==> src/rtl/lsu_pkg.sv <==
// Shared encodings for the load/store unit: op field codes, FSM states and
// small decode helpers used by lsu_ctrl and lsu_lane.
package lsu_pkg;

  localparam logic [2:0] OP_B  = 3'b000;
  localparam logic [2:0] OP_H  = 3'b001;
  localparam logic [2:0] OP_W  = 3'b010;
  localparam logic [2:0] OP_BU = 3'b100;
  localparam logic [2:0] OP_HU = 3'b101;
  localparam int         OP_STORE_BIT = 3;

  localparam logic [1:0] S_IDLE = 2'd0;
  localparam logic [1:0] S_RD   = 2'd1;
  localparam logic [1:0] S_WR   = 2'd2;
  localparam logic [1:0] S_DONE = 2'd3;

  function automatic logic op_is_byte(input logic [2:0] sz);
    return (sz == OP_B) || (sz == OP_BU);
  endfunction

  function automatic logic op_is_half(input logic [2:0] sz);
    return (sz == OP_H) || (sz == OP_HU);
  endfunction

  function automatic logic op_is_sub_word(input logic [2:0] sz);
    return op_is_byte(sz) || op_is_half(sz);
  endfunction

  // Unlisted size codes behave as words, so they need full word alignment.
  function automatic logic op_misaligned(input logic [2:0] sz, input logic [1:0] lo);
    if (op_is_byte(sz))
      return 1'b0;
    else if (op_is_half(sz))
      return lo[0];
    else
      return lo != 2'b00;
  endfunction

endpackage

==> src/rtl/lsu_lane.sv <==
// Combinational lane logic: extracts and extends a load result from the read
// word, and merges byte/halfword store data into the read word.
module lsu_lane
  import lsu_pkg::*;
(
  input  logic [2:0]  size,
  input  logic [1:0]  lane_sel,
  input  logic [31:0] rd_word,
  input  logic [15:0] st_data,
  output logic [31:0] ld_ext,
  output logic [31:0] st_merge
);

  logic signed [7:0]  byte_sel;
  logic signed [15:0] half_sel;

  always_comb begin
    byte_sel = rd_word[{lane_sel, 3'b000} +: 8];
    half_sel = lane_sel[1] ? rd_word[31:16] : rd_word[15:0];

    case (size)
      OP_B:    ld_ext = 32'(byte_sel);
      OP_BU:   ld_ext = {24'd0, byte_sel};
      OP_H:    ld_ext = 32'(half_sel);
      OP_HU:   ld_ext = {16'd0, half_sel};
      default: ld_ext = rd_word;
    endcase

    // Lanes not addressed by the store keep the value just read.
    st_merge = rd_word;
    if (op_is_byte(size))
      st_merge[{lane_sel, 3'b000} +: 8] = st_data[7:0];
    else if (op_is_half(size))
      st_merge[{lane_sel[1], 4'b0000} +: 16] = st_data;
  end

endmodule

==> src/rtl/lsu_ctrl.sv <==
// Load/store unit in front of a word-addressed data memory: IDLE/RD/WR/DONE FSM
// with read-modify-write for SB/SH. Define LSU_MISALIGN_TRAP_EN to trap misaligned H/W.
module lsu_ctrl
  import lsu_pkg::*;
#(
  parameter int WORD_ADDR_BITS = 8
) (
  input  logic        clk,
  input  logic        rst,
  input  logic        lsu_req_valid,
  output logic        lsu_req_ready,
  input  logic [3:0]  lsu_op,
  input  logic [31:0] lsu_addr,
  input  logic [31:0] lsu_wdata,
  output logic        lsu_resp_valid,
  output logic [31:0] lsu_rdata,
  output logic        lsu_misalign,
  output logic [31:0] DMEM_address,
  output logic [31:0] DMEM_data_in,
  output logic        DMEM_mem_write,
  output logic        DMEM_mem_read,
  input  logic [31:0] DMEM_data_out
);

  logic [1:0]  state;
  logic [3:0]  op_q;
  logic [1:0]  addr_lo_q;
  logic [15:0] wdata_q;
  logic [31:0] word_addr_in;
  logic [31:0] ld_ext;
  logic [31:0] st_merge;
  logic        accept;
  logic        unused_addr_hi;

  assign accept         = (state == S_IDLE) && lsu_req_valid;
  assign word_addr_in   = 32'(lsu_addr[WORD_ADDR_BITS+1:2]);
  // Address bits above the window alias onto it by design.
  assign unused_addr_hi = ^lsu_addr[31:WORD_ADDR_BITS+2];

`ifdef LSU_MISALIGN_TRAP_EN
  logic misalign_in;
  assign misalign_in = op_misaligned(lsu_op[2:0], lsu_addr[1:0]);
`endif

  lsu_lane u_lane (
    .size     (op_q[2:0]),
    .lane_sel (addr_lo_q),
    .rd_word  (DMEM_data_out),
    .st_data  (wdata_q),
    .ld_ext   (ld_ext),
    .st_merge (st_merge)
  );

  // Request capture: data only, no reset needed.
  always_ff @(posedge clk) begin
    if (accept) begin
      op_q      <= lsu_op;
      addr_lo_q <= lsu_addr[1:0];
      wdata_q   <= lsu_wdata[15:0];
    end
  end

  // FSM and registered outputs.
  always_ff @(posedge clk or posedge rst) begin
    if (rst) begin
      state          <= S_IDLE;
      lsu_req_ready  <= 1'b1;
      lsu_resp_valid <= 1'b0;
      lsu_rdata      <= 32'd0;
      lsu_misalign   <= 1'b0;
      DMEM_address   <= 32'd0;
      DMEM_data_in   <= 32'd0;
      DMEM_mem_write <= 1'b0;
      DMEM_mem_read  <= 1'b0;
    end else begin
      case (state)
        S_IDLE: begin
          if (lsu_req_valid) begin
            lsu_req_ready <= 1'b0;
            DMEM_address  <= word_addr_in;
`ifdef LSU_MISALIGN_TRAP_EN
            if (misalign_in) begin
              state          <= S_DONE;
              lsu_resp_valid <= 1'b1;
              lsu_rdata      <= 32'd0;
              lsu_misalign   <= 1'b1;
            end else
`endif
            if (lsu_op[OP_STORE_BIT] && !op_is_sub_word(lsu_op[2:0])) begin
              state          <= S_WR;
              DMEM_mem_write <= 1'b1;
              DMEM_data_in   <= lsu_wdata;
            end else begin
              state         <= S_RD;
              DMEM_mem_read <= 1'b1;
            end
          end
        end
        S_RD: begin
          DMEM_mem_read <= 1'b0;
          if (op_q[OP_STORE_BIT]) begin
            state          <= S_WR;
            DMEM_mem_write <= 1'b1;
            DMEM_data_in   <= st_merge;
          end else begin
            state          <= S_DONE;
            lsu_resp_valid <= 1'b1;
            lsu_rdata      <= ld_ext;
            lsu_misalign   <= 1'b0;
          end
        end
        S_WR: begin
          DMEM_mem_write <= 1'b0;
          state          <= S_DONE;
          lsu_resp_valid <= 1'b1;
          lsu_rdata      <= 32'd0;
          lsu_misalign   <= 1'b0;
        end
        default: begin
          state          <= S_IDLE;
          lsu_resp_valid <= 1'b0;
          lsu_misalign   <= 1'b0;
          lsu_req_ready  <= 1'b1;
        end
      endcase
    end
  end

endmodule
==> config.mk <==
export PLATFORM = sky130hd
export DESIGN_NAME = lsu_ctrl
export DESIGN_NICKNAME = d
export VERILOG_FILES = /design/src/rtl/lsu_pkg.sv /design/src/rtl/lsu_lane.sv /design/src/rtl/lsu_ctrl.sv
export SDC_FILE = /design/constraint.sdc
export NUM_CORES = 1
export LEC_CHECK = 0
export CAP_MARGIN = 20
export CORE_ASPECT_RATIO = 0.6
export CORE_MARGIN = 2
export CORE_UTILIZATION = 25
export DETAILED_ROUTE_END_ITERATION = 10
export GPL_ROUTABILITY_DRIVEN = 0
export MAX_ROUTING_LAYER = met4
export SYNTH_ARGS = -nofsm -noshare
export SYNTH_HDL_FRONTEND = slang
export SYNTH_SLANG_ARGS = --single-unit
==> constraint.sdc <==
create_clock -name clk -period 7.1 [get_ports clk]
set_input_delay 1.42 -clock clk [delete_from_list [all_inputs] [get_ports clk]]
set_output_delay 1.42 -clock clk [all_outputs]
set_load 0.03 [all_outputs]
==> qor.yml, run 1 <==
outcome: "completed"
grt_pass1_vias: 4883
fp.dieW_um: 200.1
leakagePower_nw: 2.979
power_mw: 3.327
rsz0062_at_grt: "no"
cellPowerDensity_nw_per_um2: 430.1
rrSetupSlack_ns: 4.07
max_slew_margin_pct: 35.73
syn_inst: 603
clkSinkCount: 100
area_growth_pct: 34.09
ant_nets: 0
drt_iter0_drc: 667
power.internal_mw: 1.797
row_count: 42
hold_viol_final: 0
grt.overflow.total: 0
fillers: 2275
final_cell_mix: "clkdlybuf4s50_1, dfrtp_1, nand2_1"
synthesis.area_um2: 5769
clkPwrFrac_pct: 13.4
fmax_ghz: 0.2920
period_share_pct: 48.24
dieArea_um2: 24350
async_reset_ff_share_pct: 78.00
crit_arrival_ns: 3.69
antenna_found_initial: 2
grt_max_degree: 58
synth-seq-cells: 100
worstSkewPairLatency_ns: 0.35
max_slew.worst_pin.slew_ns: 0.9629
clkTransAtPathRegs_ns: 0.06
worstReg2RegStart: "state[1]"
holdBufCountCts: 0
hpwl_um: 15910
portBuffers: 156
pwr-share-comb_pct: 56.7
critPathKind: "in -> reg"
ys.flop_type: "dfrtp_1"
critPathRequiredTime_ns: 7.37
core_um2: 22330
power.switching_mw: 1.530
regArea_um2: 2614
cts_tree: "built"
track_usage_pct: 17.87
whs_path_depth: 2
maxCapViolations: 0
start_kind: "input port"
routed-via-count: 5483
wl_per_cell_um: 20.76
worstHoldPathType: "reg -> reg"
synth_seq_area_share_pct: 45.30
cts_max_level: 3
die_h_um: 121.7
post-route-drc-count: 0
ys_types: 59
root_buffer: "clkbuf_16"
setup_viol: 0
critPathMaxFanout: 44
cts_buffers: 9
min_period_ns: 3.425
cts_resized: 0
synth_edf_count: 22
multi_input_area_um2: 2758
rr_worst_depth: 7
grt_pass1_wl_um: 31420
fin_skew_ns: 0.006704
routed_wl_um: 21610
min_to: "lsu_rdata[6]"
synth_warnings: 0
drv_slew: 0
layout_commonest_cell: "clkdlybuf4s50_1"
start_util_pct: 25.83
swShare_pct: 45.98
drive_gt1_share_pct: 5.601
post_cts_buffers: 0
hold_start: "lsu_rdata[6]"
seqPwrFrac_pct: 29.9
rr_endpoint: "lsu_rdata[17]"
via_per_inst: 5.267
finalSetupTns_ns: 0
firstDrtPassIters: 8
finalNetCount: 841
irDropWorstVdd_v: 0.0001913
syn_area_per_cell_um2: 9.568
io_pins: 204
end_kind: "flop"
cts.path.max_buffers: 2
per-layer routing:
| metal | routed length [µm] | GRT usage (%) | vias up | part of all wire (%) |
|---|---|---|---|---|
| met1 | 10510 | 26.79 | 2678 | 49 |
| li1 | - | - | 2484 | - |
| met2 | 8310 | 22.24 | 300 | 38 |
| met5 | 0 | - | - | 0 |
| met3 | 2537 | 6.260 | 21 | 12 |
| met4 | 256 | 3.731 | 0 | 1.2 |
area by class of cell:
type	instances	share of cell area (%)
diodes	1	0.03235
clock buffers	14	3.154
inverters	25	1.229
multi-input cells	427	35.65
flip-flops and latches	100	33.79
well taps	308	4.981
repair buffers	166	21.17
synthesized netlist by cell type, drive strengths merged (14+ instances only):
| cell | count | area [µm²] |
|---|---|---|
| clkbuf | 36 | 135.1 |
| inv | 25 | 93.84 |
| buf | 39 | 270.3 |
| edfxtp | 22 | 660.6 |
| a31oi | 29 | 181.4 |
| a221o | 18 | 180.2 |
| a21oi | 14 | 70.07 |
| or3 | 17 | 106.4 |
| o21ai | 46 | 241.5 |
| nor2b | 16 | 100.1 |
| nand3 | 19 | 95.09 |
| nand2 | 59 | 221.5 |
| nor2 | 35 | 131.4 |
| o22ai | 18 | 112.6 |
| dfrtp | 77 | 1927 |
power groups by stage:
stage,logic [mW],registers [mW],clock network [mW]
final,1.89,0.994,0.446
after global routing,2.02,1.02,0.487
after CTS,1.90,0.992,0.460
after detailed placement,1.89,1.00,0
after global placement,1.87,0.997,0
after floorplan,0.784,1.37,0
worst max-delay path by stage:
stage                     slack (ns)          start               end  cells after the start
final                           3.68  lsu_req_valid  DMEM_data_in[22]                      6
after global routing            3.48  lsu_req_valid  DMEM_data_in[22]                      6
after CTS                       3.65  lsu_req_valid  DMEM_data_in[22]                      6
after detailed placement        3.26  lsu_req_valid  DMEM_data_in[22]                      6
after global placement          3.32  lsu_req_valid  DMEM_data_in[22]                      6
after floorplan                 3.69            rst   DMEM_address[0]                      1
worst max-delay path, stage by stage:
cell	delay (ns)
clkdlybuf4s50_1	0.59
nand3_1	0.16
a211oi_4	0.71
buf_4	0.51
o21ai_0	0.16
o22ai_1	0.13
kinds of logic (layout without fill, tap and decap cells):
group	after synthesis	after routing	share of synthesized area (%)
other	1	26	0.06500
muxes	12	12	2.711
and+or+nand+nor	170	170	14.75
buffers and inverters	100	205	8.653
adders and majority gates	9	9	1.952
DFF	100	100	45.30
AOI/OAI and AO/OA	211	211	26.57
flip-flops by register name, summed over array words and instances, names as in the netlist:
register and cells:
DMEM_address 8, DMEM_data_in 32, DMEM_mem_read 1, DMEM_mem_write 1
addr_lo_q 2, lsu_rdata 32, lsu_req_ready 1, lsu_resp_valid 1
op_q 4, state 2, wdata_q 16
through the flow:
| stage | setup WS (ns) | instance area [µm²] | utilization, % | std cells | hold slack (ns) |
|---|---|---|---|---|---|
| 6_report | 3.675 | 7736 | 34.64 | 1041 | 0.4835 |
| 5_1_grt | 3.481 | 7736 | 34.64 | 1041 | 0.5051 |
| 4_1_cts | 3.646 | 7734 | 34.63 | 1040 | 0.4846 |
| 3_5_place_dp | 3.262 | 7490 | 33.54 | 1026 | 0.4693 |
| 3_3_place_gp | 3.319 | 7473 | 33.46 | 1024 | 0.4657 |
| 2_1_floorplan | 3.687 | 5859 | - | 627 | 0.5048 |
Power figures use the tool's default switching activity.
==> run 2, diff against run 1 <==
==> constraint.sdc (replaced) <==
create_clock -name clk -period 3.3 [get_ports clk]
set_input_delay 0.66 -clock clk [delete_from_list [all_inputs] [get_ports clk]]
set_output_delay 0.66 -clock clk [all_outputs]
set_load 0.03 [all_outputs]
==> run 2 against run 1 <==
  * Sequential power up 120%
  * Clock-buffer cell count fell by 3
  * Clock skew decreased by 0.0010 ns
  * Non-clock buffer count is 9 higher
  * Critical path depth unchanged
  * First-iteration DRC count is 0.30% higher
  * Worst hold slack improved by 0.0031 ns
  * Highest routed layer unchanged
  * Sequential share of layout area is 0.70 points lower
  * Worst setup slack lost 3.1 ns
  * Clock power rose to 2.6 times the previous value
  * Critical endpoint is now DMEM_data_in[24]
==> qor.yml, run 2 (synthesized netlist as in run 1, its figures left out) <==
outcome: "completed"
firstDrtPassIters: 5  # -3
portBuffers: 156  # unchanged
root_buffer: "clkbuf_16"
cp_cell_sequence: "inv_1, ha_1, nor4b_4, a311oi_1, a211o_1, a31oi_1"
rsz0062_at_grt: "no"
critPathSlowestCell: "edfxtp_1"
critPathKind: "reg -> reg"
hold_start: "lsu_rdata[2]"
fmax_ghz: 0.3735
area_growth_pct: 36.93
dp.cells: 1035  # +0.88%
leakagePower_nw: 3.072  # +3.1%
multi_input_area_um2: 2758  # unchanged
worstSkewPairLatency_ns: 0.36  # about the same
io_pins: 204  # unchanged
layout_commonest_cell: "clkdlybuf4s50_1"
worstReg2RegStart: "addr_lo_q[0]"
period_share_pct: 81.13
maxCapViolations: 0  # unchanged
final_cell_mix: "clkdlybuf4s50_1, dfrtp_1, nand2_1"
finalNetCount: 850  # +1.1%
cts_buffers: 9  # unchanged
post_cts_buffers: 0  # unchanged
irDropWorstVdd_v: 0.0003348  # +75%
grt_max_degree: 45  # -22%
worstHoldPathType: "reg -> reg"
critPathRequiredTime_ns: 3.59  # -3.78 ns
cp-startpoint: "addr_lo_q[0]"
grt.overflow.total: 0  # unchanged
finalSetupTns_ns: 0  # unchanged
cts_resized: 0  # unchanged
drv_slew: 0  # unchanged
holdBufCountCts: 0  # unchanged
cts_max_level: 3  # unchanged
max_slew_margin_pct: 42.69  # +7.0 points
clkSinkCount: 100  # unchanged
post-route-drc-count: 0  # unchanged
cts_tree: "built"
grt_pass1_wl_um: 32350  # +3.0%
end_kind: "flop"
via_per_inst: 5.279  # +0.24%
crit_arrival_ns: 2.97  # -0.72 ns
fin_skew_ns: 0.005686  # -0.001018 ns
finalNonFillerCells: 1052  # +1.1%
fillers: 2280  # +0.22%
clkTransAtPathRegs_ns: 0.07  # about the same
rrSetupSlack_ns: 0.62  # -3.45 ns
core_um2: 22330  # unchanged
hold_viol_final: 0  # unchanged
routed_wl_um: 21870  # +1.2%
min_period_ns: 2.677
grt_pass1_vias: 5040  # +3.2%
largest_registers: "DMEM_data_in (32), lsu_rdata (32), wdata_q (16)"
ant_nets: 0  # unchanged
track_usage_pct: 18.41  # +0.54 points
max_slew.worst_pin.slew_ns: 0.8561  # -0.1069 ns
row_count: 42  # unchanged
fp.dieW_um: 200.1  # unchanged
drive_gt1_share_pct: 7.672  # +2.1 points
die_h_um: 121.7  # unchanged
wl_per_cell_um: 20.79  # +0.15%
drt_iter0_drc: 669  # +0.30%
regArea_um2: 2614  # unchanged
setup_viol: 0  # unchanged
antenna_found_initial: 3  # +1
cellPowerDensity_nw_per_um2: 939.4  # +120%
power_mw: 7.422  # +120%
critPathMaxFanout: 11  # -75%
hpwl_um: 16510  # +3.7%
utilization_pct: 35.37  # +0.73 points
cts.path.max_buffers: 2  # unchanged
routed-via-count: 5554  # +1.3%
cp_slowest_stage_delay_ns: 0.64  # -0.07 ns
start_kind: "flop"
dieArea_um2: 24350  # unchanged
start_util_pct: 25.83  # unchanged
## run 2: cell count changes in the layout (fill, tap and decap cells not counted), sizes merged
cell / previous run / this run
clkinvlp: 0 / 1
clkbuf: 14 / 11
clkinv: 1 / 3
inv: 24 / 25
buf: 10 / 19
bufinv: 0 / 1
## run 2: routing by layer
metal	vias to the layer above	share of wire, %	global-route usage, %
li1	2500	-	-
met1	2721	49	28.19
met2	320	38	22.57
met3	13	11	6.100
met4	0	0.78	3.638
met5	-	0	-
## run 2: worst paths after layout
kind | cells after the start | endpoint
setup / recovery | 6 | DMEM_data_in[24]
hold / removal | 1 | lsu_rdata[2]
setup reg to reg | 6 | DMEM_data_in[24]
hold reg to reg | 1 | lsu_rdata[2]
max in group asynchronous | 3 | DMEM_data_in[2]
min in group asynchronous | 2 | DMEM_address[7]
## run 2: critical path, delay by kind of cell (launching register included)
kind	cells	cell delay, ns
buf+inv	1	0.16
fa+ha+maj	1	0.49
simple gates	1	0.62
compound gates	3	0.70
flops	1	0.64
## run 2: metrics by stage
stage	area, µm²	hold WS [ns]	worst slack (ns)
after global routing	7900	0.5086	0.5078
after CTS	7898	0.4909	0.7112
final	7900	0.4866	0.6226
after global placement	7569	0.4671	0.6608
after detailed placement	7569	0.4750	0.6237
after floorplan	5859	0.5048	0.6466
## run 2: layout make-up
cell class / instances / area share [%]
Inverter: 25 / 1.204
Tap cell: 308 / 4.878
Antenna cell: 1 / 0.03168
Clock inverter: 5 / 0.6810
Sequential cell: 100 / 33.09
Clock buffer: 11 / 3.484
Timing Repair Buffer: 175 / 21.73
Multi-Input combinational cell: 427 / 34.91
## run 2: power by group
group	switching (mW)	total (mW)	internal, mW
logic	2.50	4.09	1.59
clock network	0.492	1.17	0.678
registers	0.360	2.17	1.81
total	3.35	7.42	4.07
==> run 3, diff against run 2 <==
==> constraint.sdc (replaced) <==
create_clock -name clk -period 2.5 [get_ports clk]
set_input_delay 0.5 -clock clk [delete_from_list [all_inputs] [get_ports clk]]
set_output_delay 0.5 -clock clk [all_outputs]
set_load 0.03 [all_outputs]
==> run 3 against run 2 <==
  * Routed wire length grew 0.60%
  * Critical path type unchanged
  * Maximum frequency up 13%
  * Sequential power increased by 31%
  * Worst setup slack lost 0.50 ns
  * Register-to-register slack got worse by 0.50 ns
  * Via count shrank 0.61%
  * Final area increased by 0.54%
  * Sequential share of layout area down 0.18 points
  * Global-route usage increased by 0.14 points
  * Flip-flop and latch count unchanged
  * First-iteration DRC count shrank 9.1%
  * Largest cell class unchanged
==> qor.yml, run 3 (synthesized netlist as in run 1, its figures left out) <==
final_cell_area_um2: 7943  # +0.54%
fmax_ghz: 0.4206  # +13%
rrSetupSlack_ns: 0.12  # -0.50 ns
irDropWorstVdd_v: 0.0004942  # +48%
finalNetCount: 860  # +1.2%
fin_skew_ns: 0.005265  # -0.0004211 ns
cts_tree: "built"
root_buffer: "clkbuf_16"
grt.overflow.total: 0  # unchanged
drive_gt1_share_pct: 9.163  # +1.5 points
routed-via-count: 5520  # -0.61%
core_um2: 22330  # unchanged
layout_commonest_cell: "clkdlybuf4s50_1"
start_util_pct: 25.83  # unchanged
cts_buffers: 9  # unchanged
grt_max_degree: 79  # +76%
cp_slowest_stage_delay_ns: 0.77  # +0.13 ns
grt_pass1_wl_um: 32910  # +1.7%
dpl-instance-area_um2: 7656  # +1.2%
die_h_um: 121.7  # unchanged
power.internal_mw: 5.272  # +29%
leakagePower_nw: 3.095  # +0.75%
row_count: 42  # unchanged
cellPowerDensity_nw_per_um2: 1225  # +30%
largest_registers: "DMEM_data_in (32), lsu_rdata (32), wdata_q (16)"
ant_nets: 0  # unchanged
hold_start: "lsu_rdata[2]"
n_antenna_cell: 0  # -1
area_growth_pct: 37.67
rr_worst_depth: 6  # unchanged
power.switching_mw: 4.461  # +33%
seqPwrFrac_pct: 29.2  # about the same
critPathRequiredTime_ns: 2.80  # -0.79 ns
drv_slew: 0  # unchanged
outcome: "completed"
critPathMaxFanout: 16  # +5
drt_iter0_drc: 608  # -9.1%
post-route-drc-count: 0  # unchanged
track_usage_pct: 18.55  # +0.14 points
setup_viol: 0  # unchanged
utilization_pct: 35.56  # +0.19 points
worstSkewPairLatency_ns: 0.36  # about the same
period_share_pct: 95.11  # +14 points
routed_wl_um: 22010  # +0.60%
crit_arrival_ns: 2.68  # -0.29 ns
cts_max_level: 3  # unchanged
fp.dieW_um: 200.1  # unchanged
end_kind: "flop"
post_cts_buffers: 0  # unchanged
min_period_ns: 2.378  # -0.2997 ns
start_kind: "flop"
max_slew.worst_pin.slew_ns: 0.8959  # +0.03978 ns
critPathKind: "reg -> reg"
antenna_found_initial: 0  # -3
firstDrtPassIters: 5  # unchanged
critPathSlowestCell: "nor4b_4"
finalSetupTns_ns: 0  # unchanged
dp.cells: 1045  # +0.97%
io_pins: 204  # unchanged
final_cell_mix: "clkdlybuf4s50_1, dfrtp_1, nand2_1"
via_per_inst: 5.203  # -1.5%
pwr-share-comb_pct: 56.7  # +1.6 points
clkTransAtPathRegs_ns: 0.07  # about the same
worstHoldPathType: "reg -> reg"
cp-endpoint: "lsu_rdata[21]"
clkSinkCount: 100  # unchanged
cts.path.max_buffers: 2  # unchanged
worstReg2RegStart: "state[0]"
rr_endpoint: "lsu_rdata[21]"
grt_pass1_vias: 5176  # +2.7%
finalNonFillerCells: 1061  # +0.86%
cp-startpoint: "state[0]"
dieArea_um2: 24350  # unchanged
hold_viol_final: 0  # unchanged
maxCapViolations: 0  # unchanged
rsz0062_at_grt: "no"
max_slew_margin_pct: 40.02  # -2.7 points
cp_cell_sequence: "inv_1, ha_1, nor3b_2, o21ai_4, nor4b_4, a221o_1"
swShare_pct: 45.84  # +0.70 points
hpwl_um: 16610  # +0.60%
portBuffers: 156  # unchanged
wl_per_cell_um: 20.74  # -0.25%
clkPwrFrac_pct: 14.2  # -1.6 points
run 3: layer usage:
layer  GRT usage [%]  share of wire, %  up-vias
met1           28.23                48     2684
met5               -                 0        -
met4           3.358              0.95        0
li1                -                 -     2528
met2           23.37                38      288
met3           5.805                12       20
run 3: how the worst min path moves through the flow:
| stage | end | cells after the start | slack [ns] |
|---|---|---|---|
| 2_1_floorplan | state[0] | 2 | 0.50 |
| 3_3_place_gp | lsu_rdata[2] | 1 | 0.47 |
| 3_5_place_dp | lsu_rdata[2] | 1 | 0.47 |
| 4_1_cts | lsu_rdata[2] | 1 | 0.49 |
| 5_1_grt | DMEM_address[5] | 1 | 0.53 |
| 6_report | lsu_rdata[2] | 1 | 0.48 |
run 3: power by group through the flow:
stage               combinational, mW  sequential, mW  clock [mW]
global route                     5.95            2.92        1.48
global placement                 5.46            2.84           0
finish                           5.51            2.84        1.38
floorplan                        2.23            3.89           0
detailed placement               5.52            2.86           0
CTS                              5.52            2.83        1.42
run 3: layout make-up:
type,instances,area [µm²]
Tap cell,308,385.4
Timing Repair Buffer,185,1804
Clock inverter,6,45.04
Fill cell,2303,14390
Clock buffer,10,239.0
Inverter,25,95.09
Multi-Input combinational cell,427,2760
Sequential cell,100,2614
run 3: through the flow:
stage / hold WS, ns / worst slack (ns) / power (mW)
global placement: 0.4660 / 0.006629 / 8.304
global route: 0.5311 / 0.001452 / 10.35
floorplan: 0.5048 / 0.006623 / 6.113
detailed placement: 0.4695 / 0.001166 / 8.375
finish: 0.4826 / 0.1222 / 9.733
CTS: 0.4875 / 0.1675 / 9.780
run 3: critical path: cells and delay by family (launching register included):
family          cells  cell delay (ns)
buf+inv             1             0.08
flops               1             0.40
fa+ha+maj           1             0.28
compound gates      2             0.34
simple gates        2             1.21
run 3: what timing repair did:
action,4_1_cts,5_1_grt
setup endpoints to repair,0,3
resized for setup,0,2
endpoints found under the hold margin,0,0
hold buffers,0,0
